## config.mk

```make
export PLATFORM = sky130hd
export DESIGN_NAME = channel_selector
export DESIGN_NICKNAME = d
export VERILOG_FILES = /design/src/rtl/channel_selector.sv
export SDC_FILE = /design/constraint.sdc
export NUM_CORES = 1
export LEC_CHECK = 0
export BUFFER_PORTS_ARGS = -buffer_cell sky130_fd_sc_hd__buf_2
export CAP_MARGIN = 20
export CORE_MARGIN = 8
export CORE_UTILIZATION = 42
export DETAILED_ROUTE_END_ITERATION = 7
export GPL_TIMING_DRIVEN = 0
export PLACE_DENSITY = 0.72
export SLEW_MARGIN = 5
export SYNTH_ARGS = -nofsm -noshare
export SYNTH_HDL_FRONTEND = slang
export SYNTH_SLANG_ARGS = --single-unit
```

## constraint.sdc

```tcl
create_clock -name clk -period 1.3 [get_ports clk]
set_input_delay 0.13 -clock clk [delete_from_list [all_inputs] [get_ports clk]]
set_output_delay 0.13 -clock clk [all_outputs]
set_load 0.005 [all_outputs]
```

## src/rtl/channel_selector.sv

```systemverilog
// Active-channel register for the VGA source mux: bus select/query with a registered ack,
// next/prev buttons that skip disabled channels, button lock, and a change pulse.
module channel_selector #(
  parameter int NUM_CH = 4,
  parameter int ADDR_W = 4,
  parameter int DATA_W = 4,
  localparam int CH_W = $clog2(NUM_CH)
) (
  input  logic              clk,
  input  logic              rst,
  input  logic [NUM_CH-1:0] en,
  input  logic              btn_next,
  input  logic              btn_prev,
  input  logic [ADDR_W-1:0] address,
  input  logic [DATA_W-1:0] data,
  input  logic              valid,
  output logic              ack,
  output logic [DATA_W-1:0] data_out,
  output logic              data_out_valid,
  output logic [CH_W-1:0]   channel,
  output logic              chg
);

  logic              lock;
  logic              busy;
  logic              btn_next_q;
  logic              btn_prev_q;
  logic [CH_W-1:0]   channel_q;
  logic [NUM_CH-1:0] en_eff;

  logic              accept;
  logic              is_query;
  logic              sel_ok;
  logic [CH_W-1:0]   sel_ch;
  logic              lock_d;
  logic [DATA_W-1:0] data_out_d;
  logic              data_out_valid_d;

  logic              next_edge;
  logic              prev_edge;
  logic              fallback;
  logic              step;
  logic              up_found;
  logic              down_found;
  logic [CH_W-1:0]   up_ch;
  logic [CH_W-1:0]   down_ch;
  logic [CH_W-1:0]   idx_up;
  logic [CH_W-1:0]   idx_down;
  logic [CH_W-1:0]   channel_d;

  // Channel 0 is always eligible, which also guarantees every button search terminates.
  assign en_eff = en | {{(NUM_CH-1){1'b0}}, 1'b1};

  // Request handshake: a request is taken when valid is high and the block is not busy;
  // ack follows one cycle later and the block stays busy for that ack cycle.
  always_comb begin
    accept           = valid && !busy;
    is_query         = (data == '1);
    sel_ok           = 1'b0;
    sel_ch           = '0;
    lock_d           = lock;
    data_out_d       = '0;
    data_out_valid_d = 1'b0;
    if (accept) begin
      case (address)
        ADDR_W'(0): sel_ok = 1'b1;
        ADDR_W'(2): begin
          if (is_query) begin
            data_out_valid_d = 1'b1;
            data_out_d       = DATA_W'(channel);
          end else if (int'(data) < NUM_CH && en_eff[data[CH_W-1:0]]) begin
            sel_ok = 1'b1;
            sel_ch = data[CH_W-1:0];
          end
        end
        ADDR_W'(4): begin
          if (is_query) begin
            data_out_valid_d = 1'b1;
            data_out_d       = DATA_W'(lock);
          end else begin
            lock_d = data[0];
          end
        end
        default: ;
      endcase
    end
  end

  // Wrap-around search for the nearest enabled channel in each direction.
  always_comb begin
    up_ch      = '0;
    down_ch    = '0;
    up_found   = 1'b0;
    down_found = 1'b0;
    idx_up     = '0;
    idx_down   = '0;
    for (int i = 1; i <= NUM_CH; i++) begin
      idx_up   = CH_W'((int'(channel) + i) % NUM_CH);
      idx_down = CH_W'((int'(channel) + NUM_CH - i) % NUM_CH);
      if (!up_found && en_eff[idx_up]) begin
        up_found = 1'b1;
        up_ch    = idx_up;
      end
      if (!down_found && en_eff[idx_down]) begin
        down_found = 1'b1;
        down_ch    = idx_down;
      end
    end
  end

  always_comb begin
    next_edge = btn_next && !btn_next_q;
    prev_edge = btn_prev && !btn_prev_q;
    fallback  = !en_eff[channel];
    step      = !lock && (next_edge != prev_edge);
    if (fallback) begin
      channel_d = '0;
    end else if (sel_ok) begin
      channel_d = sel_ch;
    end else if (step) begin
      channel_d = next_edge ? up_ch : down_ch;
    end else begin
      channel_d = channel;
    end
  end

  // Button history resets to 1 so a button held through reset does not count as a press.
  always_ff @(posedge clk) begin
    if (rst) begin
      channel        <= '0;
      channel_q      <= '0;
      chg            <= 1'b0;
      lock           <= 1'b0;
      busy           <= 1'b0;
      ack            <= 1'b0;
      data_out       <= '0;
      data_out_valid <= 1'b0;
      btn_next_q     <= 1'b1;
      btn_prev_q     <= 1'b1;
    end else begin
      channel        <= channel_d;
      channel_q      <= channel;
      chg            <= (channel != channel_q);
      lock           <= lock_d;
      busy           <= accept;
      ack            <= accept;
      data_out       <= data_out_d;
      data_out_valid <= data_out_valid_d;
      btn_next_q     <= btn_next;
      btn_prev_q     <= btn_prev;
    end
  end

endmodule

```

# [Word-level counts from Yosys, hierarchy flattened]
# Index checks and enable logic that the tools add are counted.
[classes] shifts=0 muxes=49 n_lt_le_gt_ge=11 div_mod_pow=0 n_eq_ne=5 bitwise_logic=4 n_reduce_logical=28 n_addsub=8 multipliers=0
[ops] op="$mux 2" count=16
[ops] op="$lt 2x3->1 const B" count=10
[ops] op="$mux 1" count=21
[ops] op="$bmux 1 s2" count=10
[ops] op="$logic_and 1x1->1" count=11
[ops] op="$logic_not 1->1" count=10
[ops] op="$reduce_or 2->1" count=3
[ops] op="$add 2x1->2 const B" count=2
[ops] op="$add 2x2->2 const B" count=2
[ops] op="$eq 4x2->1 const B" count=1
[ops] op="$eq 4x3->1 const B" count=1
[ops] op="$eq 4x4->1 const B" count=1
[ops] op="$logic_not 4->1" count=1
[ops] op="$lt 4x3->1 const B" count=1
[ops] op="$not 1->1" count=4
[ops] op="$pmux 2 s2" count=1
[ops] op="$sub 2x1->2 const B" count=2
[ops] op="$sub 2x2->2 const B" count=2
[ops] op="$reduce_and 3->1" count=1
[ops] op="$reduce_or 3->1" count=1
[ops] op="$ne 2x2->1" count=1
[ops] op="$pmux 1 s2" count=1
[ops] op="$reduce_bool 2->1" count=1
[ops] op="$ne 1x1->1" count=1
[word_totals] latchBits=0 elab_cells=114 mem_count=0 mem_bits_ro=0 in_bits=17 ff_bits=14 out_inout_bits=9 mem_bits_rw=0

# [Depth between registers and ports, before layout]
# Gate-level depths: netlist of run 1.
[logic_depth] word_depth=17 depth_mapped=6 mapped_depth_nobuf=5

# [Worst setup path before layout of run 1]
# OpenSTA, ideal clock, no wires.
[synth_timing] path_type="reg2reg" start="register btn_next_q" end="register channel[0]" arrival_time_ns=1.251 path_buffers=1 stages_incl_launch_ff=7 required_ns=1.180 path_slack_ns=-0.071 setup_time_ns=0.120 period_less_slack_ns=1.371 path_cell_list="dfxtp_1 > nor2b_4 > buf_6 > xnor2_1 > o41a_1 > a41oi_1 > o21ai_1"
[synth_via] elab_chain_len=5 elab_cells_between_ends=8 cone_classes="eq/ne (1); mux (3); reduce/logical (4)"
[synth_rtl] item="from (decl)" line_no="26" text="logic btn_next_q;"
[synth_rtl] item="from (signal assigned)" line_no="149" text="btn_next_q <= btn_next;"
[synth_rtl] item="$logic_not 1->1 (*)" line_no="112" text="next_edge = btn_next && !btn_next_q;"
[synth_rtl] item="$logic_and 1x1->1 (*)" line_no="112"
[synth_rtl] item="$mux 2 or $ne 1x1->1 (tied branches)" line_no="121, 115"
[synth_rtl] item="$mux 2 or $logic_and 1x1->1 (tied branches)" line_no="120, 115"
[synth_rtl] item="$mux 2 or $reduce_bool 2->1 (tied branches)"
[synth_rtl] item="to (signal assigned)" line_no="141" text="channel <= channel_d;"
[synth_rtl] item="to (decl)" line_no="20" text="output logic [CH_W-1:0] channel,"
# Every way passes the cells marked *; elsewhere a longest branch is shown, timed or not. The select of a mux whose other input is x is not followed.
# A chain may end at the register's enable or synchronous reset.

# [Worst setup path in the final report of run 1]
# Ends and elaborated chain as after synthesis.

==> metrics, run 1 <==
clk buf depth 2; Die ar. 0.003244 sq mm; cell taking the most area after synthesis dfxtp_1; pwr/cell area 945.0 mW/mm^2; EDFF count, synth 0; dpl hpwl 1267 um; Gate Count Post-Synth 82; CTS tree yes; routed len/inst 13.88 um; core box area 0.001541 sq mm; Critical Path RT 1.48 ns; Die Ht 56.96 um; Seq/Total Area, Yosys 34.10%; global-route wire length before repair 2891 um; CTS root buffer clkbuf_4; Worst EP arrival 1.56 ns; number of hold buffers added after cts 0; initial antenna violation count 0; pre-CTS WS -0.1603 ns; worst setup margin -0.07987 ns; main flop type after synthesis dfxtp_1; port bufs 21; CTS Sinks 12; Buf+Inv Stages, Crit Path 1; critical-path cell list nor2b_4, buf_6, nor3_1, o41a_1, a41oi_2, o21ai_1; GPL Wtd Cong 0.7606; vias per cell 5.492; max-slew violation count 0; startpoint types register; DRC viols 0; Layout Skew 0.004561 ns; crit path time final 1.380 ns; Peak VDD IR 607.2 uV; ys async rst share 0%; Post-synth top cells dfxtp_1 (12), nor2_1 (6), nand2_1 (5); Top-Level Pins 26; fraction of layout instances using a drive strength above 1 44.74%; most frequent cell after synthesis dfxtp_1; worst-margin pin slew 0.6421 ns; Yosys cell types 37; endpoint class of the critical path register; FMAX 724.7 MHz; Ant. Diodes 0; Seq cells post-synth 12; Setup CP Type reg -> reg; Clock Latency Late Sink 0.28 ns; First DRT Iteration DRCs 14; CP top delay family compound AO/OA/AOI/OAI gates; RSZ-0062 raised after global routing true; Yosys warnings 0; outcome complete, but fails checks; Die X 56.96 um; Slew HR 56.59%; Pre-Repair DR Iteration Count 4; Post-Syn Area per Cell 8.591 sq um; HP Class in -> reg; largest net degree at the start of global routing 11; via count 714; dpl cells 120; GRT Residual Overflow 0; Tcrit/Tclk final 106.1%; top post-synthesis cells by area dfxtp_1 (34%), mux2i_1 (5.7%), xnor2_1 (3.7%); critical path peak fanout 6; tightest hold margin 0.04685 ns; Setup violations, final 2; failing checks negative setup slack; Final Power 0.0009293 W; CP max stage delay 0.42 ns; Starting Density 45.70%; Max Cap Violations 0; Crit-path slowest cell o41a_1; CTS clk-pin slew, worst paths 0.08 ns; H-tree depth 1; cell area after synthesis 704.4 sq um; Final ANT Viol Nets 0; post-synth top area share 34.10%; site row count 14; final WL 1805 um; number of global-route vias before repair 667; Core Util, Final 63.80%; Total Routing Usage GR 10.75%; nets@finish 132; final hold vios 0; Num CTS Buffers 3; Leak Pwr 0.4270 nW; Layout area overhead 39.61%; non-filler instance count after layout 130
## cells in the final DEF (no fill, tap or decap), types with 3 or more instances in the layout
| cell | instances |
|---|---|
| inv_1 | 3 |
| buf_2 | 22 |
| mux2i_1 | 4 |
| dfxtp_1 | 9 |
| a21oi_1 | 3 |
| nand2_1 | 5 |
| clkbuf_4 | 3 |
| nor2_1 | 6 |
| nor2b_1 | 4 |
| buf_4 | 8 |
## registers in the layout, summed over array words and instances (netlist names)
register,flops
lock,1
chg,1
data_out_valid,1
busy,1
btn_prev_q,1
channel_q,2
btn_next_q,1
channel,2
data_out,2
## repair_timing
action,CTS,global route
resized for setup,5,6
pin swaps,1,3
buffers inserted,2,4
endpoints found under the setup margin,2,2
## area by class of cell
type | count | area (sq um)
buffer | 6 | 60.06
clock buffer | 4 | 36.28
fill | 138 | 558.0
inverter | 3 | 11.26
multi-input combinational | 62 | 456.7
sequential | 12 | 249.0
tap | 16 | 20.02
timing repair buffer | 27 | 150.1
## metal layers
| metal | global-route usage (%) | wire, um |
|---|---|---|
| met5 | 0 | 0 |
| met4 | 8.054 | 54 |
| met3 | 2.212 | 110 |
| met2 | 16.43 | 851 |
| met1 | 12.90 | 789 |
## worst paths after layout
check                           cells past startpoint  slack, ns    endpoint       start
worst max-delay path                                6      -0.08  channel[0]  btn_next_q
worst min-delay path                                2       0.05  btn_prev_q    btn_prev
worst max register to register                      6      -0.08  channel[0]  btn_next_q
worst min register to register                      2       0.51        lock        lock
## kinds of logic (layout without fill, tap and decap cells)
| group | after synthesis | after routing | synth area share, % |
|---|---|---|---|
| AOI/OAI and AO/OA | 16 | 16 | 17.94 |
| xor gates and xnor gates | 3 | 3 | 3.731 |
| buffers and inverters | 9 | 40 | 7.281 |
| DFF | 12 | 12 | 34.10 |
| and+or+nand+nor | 37 | 37 | 30.73 |
| muxes | 4 | 4 | 5.684 |
| other | 1 | 2 | 0.5323 |
## power by group
group | leakage, nW | switching, W | internal, W
registers | 0.0992 | 0.0000106 | 0.000386
logic | 0.307 | 0.000109 | 0.000117
clock network | 0.0210 | 0.000136 | 0.000170
total | 0.427 | 0.000256 | 0.000674
## stage by stage
step	instance area (sq um)	TNS, ns
after CTS	928.4	-0.1323
final	983.4	-0.1411
after floorplan	728.2	0
after global routing	983.4	-0.3660
after global placement	853.3	-0.2938
after detailed placement	853.3	-0.2797
## worst register-to-register path, cell delays in order, from the launching register on
cell	delay, ns
dfxtp_2	0.34
nor2b_4	0.10
buf_6	0.13
nor3_1	0.05
o41a_1	0.42
a41oi_2	0.16
o21ai_1	0.08
Note: power is estimated with default switching activity, not from simulation.
==> inputs of run 2 (changes only) <==
--- a/config.mk
+++ b/config.mk
@@ -8,10 +8,11 @@
 export BUFFER_PORTS_ARGS = -buffer_cell sky130_fd_sc_hd__buf_2
 export CAP_MARGIN = 20
 export CORE_MARGIN = 8
-export CORE_UTILIZATION = 42
+export CORE_UTILIZATION = 47
 export DETAILED_ROUTE_END_ITERATION = 7
 export GPL_TIMING_DRIVEN = 0
-export PLACE_DENSITY = 0.72
+export PLACE_DENSITY = 0.77
+export REMOVE_ABC_BUFFERS = 1
 export SLEW_MARGIN = 5
 export SYNTH_ARGS = -nofsm -noshare
 export SYNTH_HDL_FRONTEND = slang
==> constraint.sdc (replaced) <==
create_clock -name clk -period 1.55 [get_ports clk]
set_input_delay 0.155 -clock clk [delete_from_list [all_inputs] [get_ports clk]]
set_output_delay 0.155 -clock clk [all_outputs]
set_load 0.005 [all_outputs]
==> run 2 against run 1 <==
Against the previous run: the flow now finishes without violations; cell area is 14% lower; sequential share of layout area grew 3.3 points; utilization shrank 5.4 points; critical path type unchanged; largest power group unchanged; highest routed layer unchanged.
==> metrics, run 2 (synthesized netlist as in run 1, its figures left out) <==
RSZ-0062 raised after global routing false; final instance area 849.6 sq um (-14%); DP Area 798.3 sq um (-6.5%); Total Routing Usage GR 11.78% (+1.0 points); Crit-path slowest cell o41a_1; worst-margin pin slew 0.6068 ns (-0.03533 ns); vias per cell 5.697 (+3.7%); FMAX 678.9 MHz (-6.3%); Sw Share 26.81% (-0.71 points); Critical Path RT 1.71 ns (+0.23 ns); most frequent cells in the layout buf_2 (22), dfxtp_1 (10), nor2_1 (6); Largest regs channel x2, channel_q x2, data_out x2; nets@finish 121 (-8.3%); startpoint types register; HP Class in -> reg; commonest non-fill, non-tap cell in the layout buf_2; final hold vios 0 (unchanged); GPL Wtd Cong 0.7366 (-3.2%); pwr/cell area 856.6 mW/mm^2 (-9.4%); Top-Level Pins 26 (unchanged); Num CTS Buffers 3 (unchanged); NetSw 0.0001951 W (-24%); site row count 14 (unchanged); GRT Residual Overflow 0 (unchanged); Slew HR 58.98% (+2.4 points); port bufs 22 (+4.8%); Clk network pwr share 34.5% (+1.5 points); DRC viols 0 (unchanged); H-tree depth 1 (unchanged); routed len/inst 14.08 um (+1.4%); Setup CP Type reg -> reg; CTS Sinks 12 (unchanged); max-slew violation count 0 (unchanged); Max Cap Violations 0 (unchanged); global-route wire length before repair 2684 um (-7.2%); core box area 0.001454 sq mm (-5.7%); Starting Density 48.45% (+2.8 points); largest net degree at the start of global routing 15 (+4); Final ANT Viol Nets 0 (unchanged); Ant. Diodes 0 (unchanged); Die ar. 0.002994 sq mm (-7.7%); CTS clk-pin slew, worst paths 0.08 ns (about the same); Layout Skew 0.001261 ns (-0.003300 ns); dpl cells 115 (-4.2%); Die Ht 54.72 um (-3.9%); number of hold buffers added after cts 0 (unchanged); Sequential Power Share 47.5% (+4.8 points); Pint 0.0005326 W (-21%); Pre-Repair DR Iteration Count 4 (unchanged); CP top delay family compound AO/OA/AOI/OAI gates; power share of the combinational group 18.0% (-6.3 points); non-filler instance count after layout 119 (-8.5%); critical-path cell list and2b_2, xnor2_1, o41a_1, a41oi_2, o21ai_1; critical path peak fanout 2 (-4); Clock Latency Late Sink 0.27 ns (about the same); Final Power 0.0007277 W (-22%); endpoint class of the critical path register; Worst EP arrival 1.64 ns (+0.08 ns); CP max stage delay 0.43 ns (about the same); tightest hold margin 0.07973 ns (+0.03287 ns); Buf+Inv Stages, Crit Path 0 (-1); Leak Pwr 0.3574 nW (-16%); setup total negative slack 0 ns (+0.1411 ns); dpl hpwl 1224 um (-3.4%); clk buf depth 2 (unchanged); Setup violations, final 0 (-2); crit path time final 1.473 ns (+0.09309 ns); outcome finished, final reports clean; final WL 1676 um (-7.1%); initial antenna violation count 0 (unchanged); CTS root buffer clkbuf_4; Tcrit/Tclk final 95.03% (-11 points); Layout area overhead 20.60%; First DRT Iteration DRCs 20 (+6); Peak VDD IR 381.7 uV (-37%); fraction of layout instances using a drive strength above 1 34.95% (-9.8 points); Die X 54.72 um (-3.9%); via count 678 (-5.0%); CTS tree yes; number of global-route vias before repair 682 (+2.2%)
==> run 2: final timing paths <==
path,slack [ns],endpoint,cells after the start,start
setup / recovery,0.08,channel[0],5,btn_prev_q
hold / removal,0.08,btn_prev_q,2,btn_prev
setup reg to reg,0.08,channel[0],5,btn_prev_q
hold reg to reg,0.52,lock,2,lock
==> run 2: area by class of cell <==
cell class	count	area, sq um
clock buffers	4	36.28
fillers	134	604.3
inverters	3	11.26
multi-input cells	62	429.2
flip-flops and latches	12	242.7
well taps	16	20.02
repair buffers	22	110.1
==> run 2: stage by stage <==
| stage | worst slack (ns) | utilization [%] |
|---|---|---|
| final | 0.07704 | 58.43 |
| after global routing | 0.01687 | 58.43 |
| after CTS | 0.007778 | 57.40 |
| after detailed placement | 0.02582 | 54.91 |
| after global placement | 0.07750 | 54.91 |
| after floorplan | 0.1970 | - |
==> run 2: power by group through the flow <==
stage | Clock [W] | Combinational (W) | Sequential (W)
detailed placement | 0 | 0.000125 | 0.000351
global route | 0.000267 | 0.000145 | 0.000349
CTS | 0.000256 | 0.000125 | 0.000344
finish | 0.000251 | 0.000131 | 0.000345
global placement | 0 | 0.000121 | 0.000350
floorplan | 0 | 0.0000696 | 0.000348
==> run 2: per-layer routing <==
metal	vias up	global-route usage (%)	wire length, um	part of all wire, %
li1	338	-	-	-
met1	307	14.09	719	43
met2	29	18.87	826	49
met3	4	1.359	108	6.4
met4	0	8.607	22	1.3
met5	-	0	0	0
==> run 2: what timing repair did <==
item / 4_1_cts / 5_1_grt
endpoints found under the setup margin: 0 / 2
resized for setup: 0 / 4
buffers inserted: 0 / 0
